### src/rtl/param_ring_counter_if.sv
// Control and status bundle for param_ring_counter.
// The master drives the controls and observes the counter state.
interface param_ring_counter_if #(
    parameter int WIDTH = 4
);
    localparam int PW = $clog2(2 * WIDTH);

    logic             Enable;
    logic             Mode;
    logic             Dir;
    logic             Load;
    logic [WIDTH-1:0] Load_value;
    logic [WIDTH-1:0] Count_out;
    logic [PW-1:0]    Position;
    logic             Wrap;
    logic             Illegal;

    modport master (
        output Enable, Mode, Dir, Load, Load_value,
        input  Count_out, Position, Wrap, Illegal
    );

    modport slave (
        input  Enable, Mode, Dir, Load, Load_value,
        output Count_out, Position, Wrap, Illegal
    );
endinterface

### src/rtl/param_ring_counter.sv
// Ring (one-hot) / Johnson counter with selectable direction, parallel load,
// self-correction of illegal states, wrap and illegal-state pulses.
module param_ring_counter #(
    parameter int WIDTH = 4
) (
    input logic                 Clock,
    input logic                 Reset,
    param_ring_counter_if.slave bus
);
    localparam int PW = $clog2(2 * WIDTH);

    logic             mode_q;
    logic [WIDTH-1:0] count_q;
    logic             wrap_q;
    logic             illegal_q;
    logic [WIDTH-1:0] shifted;
    logic [PW-1:0]    position;
    int unsigned      johnson_ones;

    function automatic int unsigned ones(input logic [WIDTH-1:0] v);
        int unsigned n;
        n = 0;
        for (int i = 0; i < WIDTH; i++) begin
            n += 32'(v[i]);
        end
        return n;
    endfunction

    function automatic logic [WIDTH-1:0] seed_of(input logic m);
        return m ? '0 : WIDTH'(1);
    endfunction

    // Johnson states are legal with at most one adjacent-bit transition (non-circular).
    function automatic logic is_legal(input logic m, input logic [WIDTH-1:0] v);
        if (m) begin
            return ones({1'b0, v[WIDTH-2:0] ^ v[WIDTH-1:1]}) <= 1;
        end
        return ones(v) == 1;
    endfunction

    always_comb begin
        shifted = count_q;
        case ({mode_q, bus.Dir})
            2'b00:   shifted = {count_q[WIDTH-2:0], count_q[WIDTH-1]};
            2'b01:   shifted = {count_q[0], count_q[WIDTH-1:1]};
            2'b10:   shifted = {count_q[WIDTH-2:0], ~count_q[WIDTH-1]};
            default: shifted = {~count_q[0], count_q[WIDTH-1:1]};
        endcase
    end

    always_comb begin
        position     = '0;
        johnson_ones = ones(count_q);
        if (mode_q) begin
            if (count_q == '0) begin
                position = '0;
            end else if (count_q[0]) begin
                position = PW'(johnson_ones);
            end else begin
                position = PW'(2 * WIDTH - johnson_ones);
            end
        end else begin
            for (int i = 0; i < WIDTH; i++) begin
                if (count_q[i]) begin
                    position = PW'(i);
                end
            end
        end
    end

    // Priority: reset, mode change, load, illegal correction, shift, hold.
    always_ff @(posedge Clock) begin
        wrap_q    <= 1'b0;
        illegal_q <= 1'b0;
        if (Reset) begin
            mode_q  <= bus.Mode;
            count_q <= seed_of(bus.Mode);
        end else if (bus.Mode != mode_q) begin
            mode_q  <= bus.Mode;
            count_q <= seed_of(bus.Mode);
        end else if (bus.Load) begin
            if (is_legal(mode_q, bus.Load_value)) begin
                count_q <= bus.Load_value;
            end else begin
                count_q   <= seed_of(mode_q);
                illegal_q <= 1'b1;
            end
        end else if (!is_legal(mode_q, count_q)) begin
            count_q   <= seed_of(mode_q);
            illegal_q <= 1'b1;
        end else if (bus.Enable) begin
            count_q <= shifted;
            wrap_q  <= (shifted == seed_of(mode_q));
        end
    end

    assign bus.Count_out = count_q;
    assign bus.Position  = position;
    assign bus.Wrap      = wrap_q;
    assign bus.Illegal   = illegal_q;
endmodule

### src/flat_wrapper.sv
// flat-port wrapper written by rule: the top's interface ports become plain ports
module param_ring_counter_flat 
#(
    parameter int WIDTH = 4
)
  (Clock, Reset, bus_Enable, bus_Mode, bus_Dir, bus_Load, bus_Load_value, bus_Count_out, bus_Position, bus_Wrap, bus_Illegal);
  param_ring_counter_if #(.WIDTH(WIDTH)) bus_i ();
  input logic Clock;
  input logic Reset;
  input wire logic [$bits(bus_i.Enable)-1:0] bus_Enable;
  input wire logic [$bits(bus_i.Mode)-1:0] bus_Mode;
  input wire logic [$bits(bus_i.Dir)-1:0] bus_Dir;
  input wire logic [$bits(bus_i.Load)-1:0] bus_Load;
  input wire logic [$bits(bus_i.Load_value)-1:0] bus_Load_value;
  output wire logic [$bits(bus_i.Count_out)-1:0] bus_Count_out;
  output wire logic [$bits(bus_i.Position)-1:0] bus_Position;
  output wire logic [$bits(bus_i.Wrap)-1:0] bus_Wrap;
  output wire logic [$bits(bus_i.Illegal)-1:0] bus_Illegal;
  assign bus_i.Enable = bus_Enable;
  assign bus_i.Mode = bus_Mode;
  assign bus_i.Dir = bus_Dir;
  assign bus_i.Load = bus_Load;
  assign bus_i.Load_value = bus_Load_value;
  assign bus_Count_out = bus_i.Count_out;
  assign bus_Position = bus_i.Position;
  assign bus_Wrap = bus_i.Wrap;
  assign bus_Illegal = bus_i.Illegal;
  param_ring_counter #(.WIDTH(WIDTH)) u_core (.Clock(Clock), .Reset(Reset), .bus(bus_i));
endmodule
### config.mk
export PLATFORM = sky130hd
export DESIGN_NAME = param_ring_counter_flat
export DESIGN_NICKNAME = d
export VERILOG_FILES = /design/src/rtl/param_ring_counter_if.sv /design/src/rtl/param_ring_counter.sv /design/src/flat_wrapper.sv
export SDC_FILE = /design/constraint.sdc
export NUM_CORES = 1
export LEC_CHECK = 0
export BUFFER_PORTS_ARGS = -buffer_cell sky130_fd_sc_hd__buf_2
export CAP_MARGIN = 20
export CORE_MARGIN = 5
export CORE_UTILIZATION = 52
export DETAILED_ROUTE_END_ITERATION = 10
export PLACE_DENSITY = 0.77
export SYNTH_ARGS = -nofsm -noshare
export SYNTH_HDL_FRONTEND = slang
export SYNTH_SLANG_ARGS = --single-unit
### constraint.sdc
create_clock -name Clock -period 3.65 [get_ports Clock]
set_input_delay 0.73 -clock Clock [delete_from_list [all_inputs] [get_ports Clock]]
set_output_delay 0.73 -clock Clock [all_outputs]
set_load 0.01 [all_outputs]
==> metrics.txt <==
Slew Viols, Final 0; Initial Util roughly 55%; headroom to the max-slew limit a little over three fifths; final core utilization 62.5%; gpl congestion 0.825; hpwl dp 1330 um; setup ws final 0.310 ns; max incr delay on CP just under 0.5 ns; Final Hold Fails 0; Worst Setup SP u_core.bus.Count_out[0]; RSZ-0062 raised after global routing no; TritonRoute pass-1 iters 4; clock tree from TritonCTS built; vias in the first global route 640; Yosys reg bits 7; Routed Antenna Nets 0; postcts setup bufs 0; initial antenna violation count 0; CP startpoint kind flop; reg2reg end u_core.bus.Count_out[0]; hold-fix buffers at CTS 0; Tightest Pin Transition 0.553 ns; Final nets approximately 140; global-route wire length before repair approximately 2600 um; Crit. End Element output pin; H-tree depth 1; CTS Buffer Depth 2; largest net degree at the start of global routing 18; DP Cell Count between 100 and 150; cts repair resizes 0; Pwr per Cell Area between 300 and 400 nW/um^2; Tot GR Track Use 13.0%; Clock Sinks 7; top_reg_cell synth edfxtp_1; Die ar. 2460 sq um; fillers 130; Routed WL 1580 um; Die Ht 49.6 um; Syn Nets approximately 120; Setup TNS Final 0 ns; Critical Path RT 2.92 ns; clk slew on worst S/H paths 0.05 ns; number of cell rows 14; worst-path maximum fanout 8; crit path to bus_Position[1]; Final min period 3.34 ns; DP Worst Slack 0.522 ns; Critical-path top delay cell edfxtp_1; insertion delay of the later-clocked pin in the worst-skew pair 0.25 ns; fraction of registers with async set/reset 0%; antenna cells 0; Commonest cells post-synth 16 x inv_1, 12 x ha_1, 8 x nor2_1; f_max 299 MHz; Core Region roughly 1500 sq um; Ys Warns 0; FF-to-FF path depth 12; Via Count 687; Post-synth EDFFs 5; Ports 19; P_leak 0.480 nW; share of cells above drive strength 1 21.6%; critical path data arrival time 2.61 ns; Syn Inst Count 92; area leader, netlist edfxtp_1; area post-placement 905 sq um; DR vias/cell 5.41; launch point of the worst reg-to-reg path u_core.bus.Count_out[0]; Setup CP Type flop to output pin; post-synthesis to final-layout area growth 14.1%; WL per Instance about 12 um; Final period util 91.5%; port bufs 18; top post-synthesis cells by area edfxtp_1 18%, ha_1 18%, inv_1 7.4%, dfxtp_1 4.9%, fa_1 4.9%; DRT iter0 DRCs 10; Avg Cell Area, Syn 8.87 sq um; Critical Path Most Common Cell inv_1; CP cell instances inv_1 -> ha_1 -> inv_1 -> fa_1 -> inv_1 -> ha_1 -> inv_1 -> ha_1 -> nor2_1 -> a21oi_1 -> a22oi_1 -> buf_2; post-synthesis sequential area ratio 23.3%; clk root buf clkbuf_4; Clock Skews 0.00197 ns; number of CTS-inserted buffers 3; Synth top area share a little under a fifth; Worst R2R Setup Slack 0.52 ns; peak supply drop 223 uV; cell area after synthesis 816 sq um; endpoints failing setup 0; most frequent cell after synthesis inv_1; max cap viols 0; final instance area 931 sq um; HP Class input port to flop; total global routing overflow 0; Remaining DRCs 0; synth unique cells 32; status finished clean; Layout Cells excl Fill 127; chip width about 50 um
[layout by cell type, fill, tap and decap left out, types with 2 or more instances in the layout]
master | netlist | final
dfxtp_1 | 2 | 2
edfxtp_1 | 5 | 5
clkbuf_4 | 0 | 3
and3_1 | 2 | 2
nor2_1 | 8 | 8
or2_1 | 2 | 2
o32a_1 | 2 | 2
nor3_1 | 2 | 2
inv_1 | 16 | 16
mux2i_1 | 3 | 3
buf_2 | 2 | 18
a21oi_1 | 5 | 5
ha_1 | 12 | 12
fa_1 | 2 | 2
or3_1 | 2 | 2
nand2_1 | 4 | 4
xnor2_1 | 2 | 2
xor2_1 | 4 | 4
nand2b_1 | 3 | 3
[state kept, by name, summed over array words and instances, names as in the netlist]
| signal | count |
|---|---|
| u_core.bus.Wrap | 1 |
| u_core.mode_q | 1 |
| u_core.bus.Illegal | 1 |
| u_core.bus.Count_out | 4 |
[final cells by class]
class                           instances  area [sq um]  share of cell area [%]
Clock buffer                            4          26.3                    2.82
Tap cell                               16          20.0                    2.15
Inverter                               16          60.1                    6.45
Multi-Input combinational cell         66           544                    58.5
Sequential cell                         7           190                    20.4
Timing Repair Buffer                   18          90.1                    9.68
[how the worst min path moves through the flow]
stage,start,to,cells after the start
floorplan,u_core.bus.Count_out[2],u_core.bus.Wrap,3
global placement,u_core.bus.Count_out[2],u_core.bus.Wrap,3
detailed placement,u_core.bus.Count_out[2],u_core.bus.Wrap,3
CTS,bus_Mode,u_core.mode_q,1
global route,bus_Mode,u_core.mode_q,1
finish,bus_Mode,u_core.mode_q,1
[logic make-up (layout without fill, tap and decap cells)]
| kind of cell | Yosys count | after routing | share of synthesized area (%) |
|---|---|---|---|
| AOI/OAI and AO/OA | 15 | 15 | 13.2 |
| and+or+nand+nor | 27 | 27 | 18.7 |
| muxes | 4 | 4 | 5.06 |
| xor gates and xnor gates | 6 | 6 | 6.44 |
| DFF | 7 | 7 | 23.3 |
| adders and majority gates | 14 | 14 | 23.3 |
| buffers and inverters | 19 | 38 | 9.97 |
[report_power, final]
group	switching (mW)	internal (mW)	total, mW	leakage (nW)
sequential	0.0113	0.0922	0.103	0.0732
clock	0.0294	0.0418	0.0712	0.0150
combinational	0.0720	0.0607	0.133	0.392
total	0.113	0.195	0.307	0.480
[stage by stage]
stage / total power, mW / hold slack (ns)
floorplan: 0.203 / 0.705
global placement: 0.235 / 0.719
detailed placement: 0.239 / 0.747
CTS: 0.312 / 0.704
global route: 0.338 / 0.710
finish: 0.307 / 0.712
[worst max-delay path, delay by kind of cell, from the launching register on]
family / cells / cell delay (ns)
compound gates: 2 / 0.23
fa+ha+maj: 4 / 1.11
buf+inv: 5 / 0.43
flops: 1 / 0.49
simple gates: 1 / 0.10
[layer usage]
layer / GRT usage, % / vias up / wire [um]
met2: 22.7 / 17 / 778
met5: 0 / - / 0
met4: 3.49 / 0 / 0
met1: 15.5 / 316 / 712
li1: - / 354 / -
met3: 3.31 / 0 / 87
No activity file was read; power rests on OpenSTA's default activity.
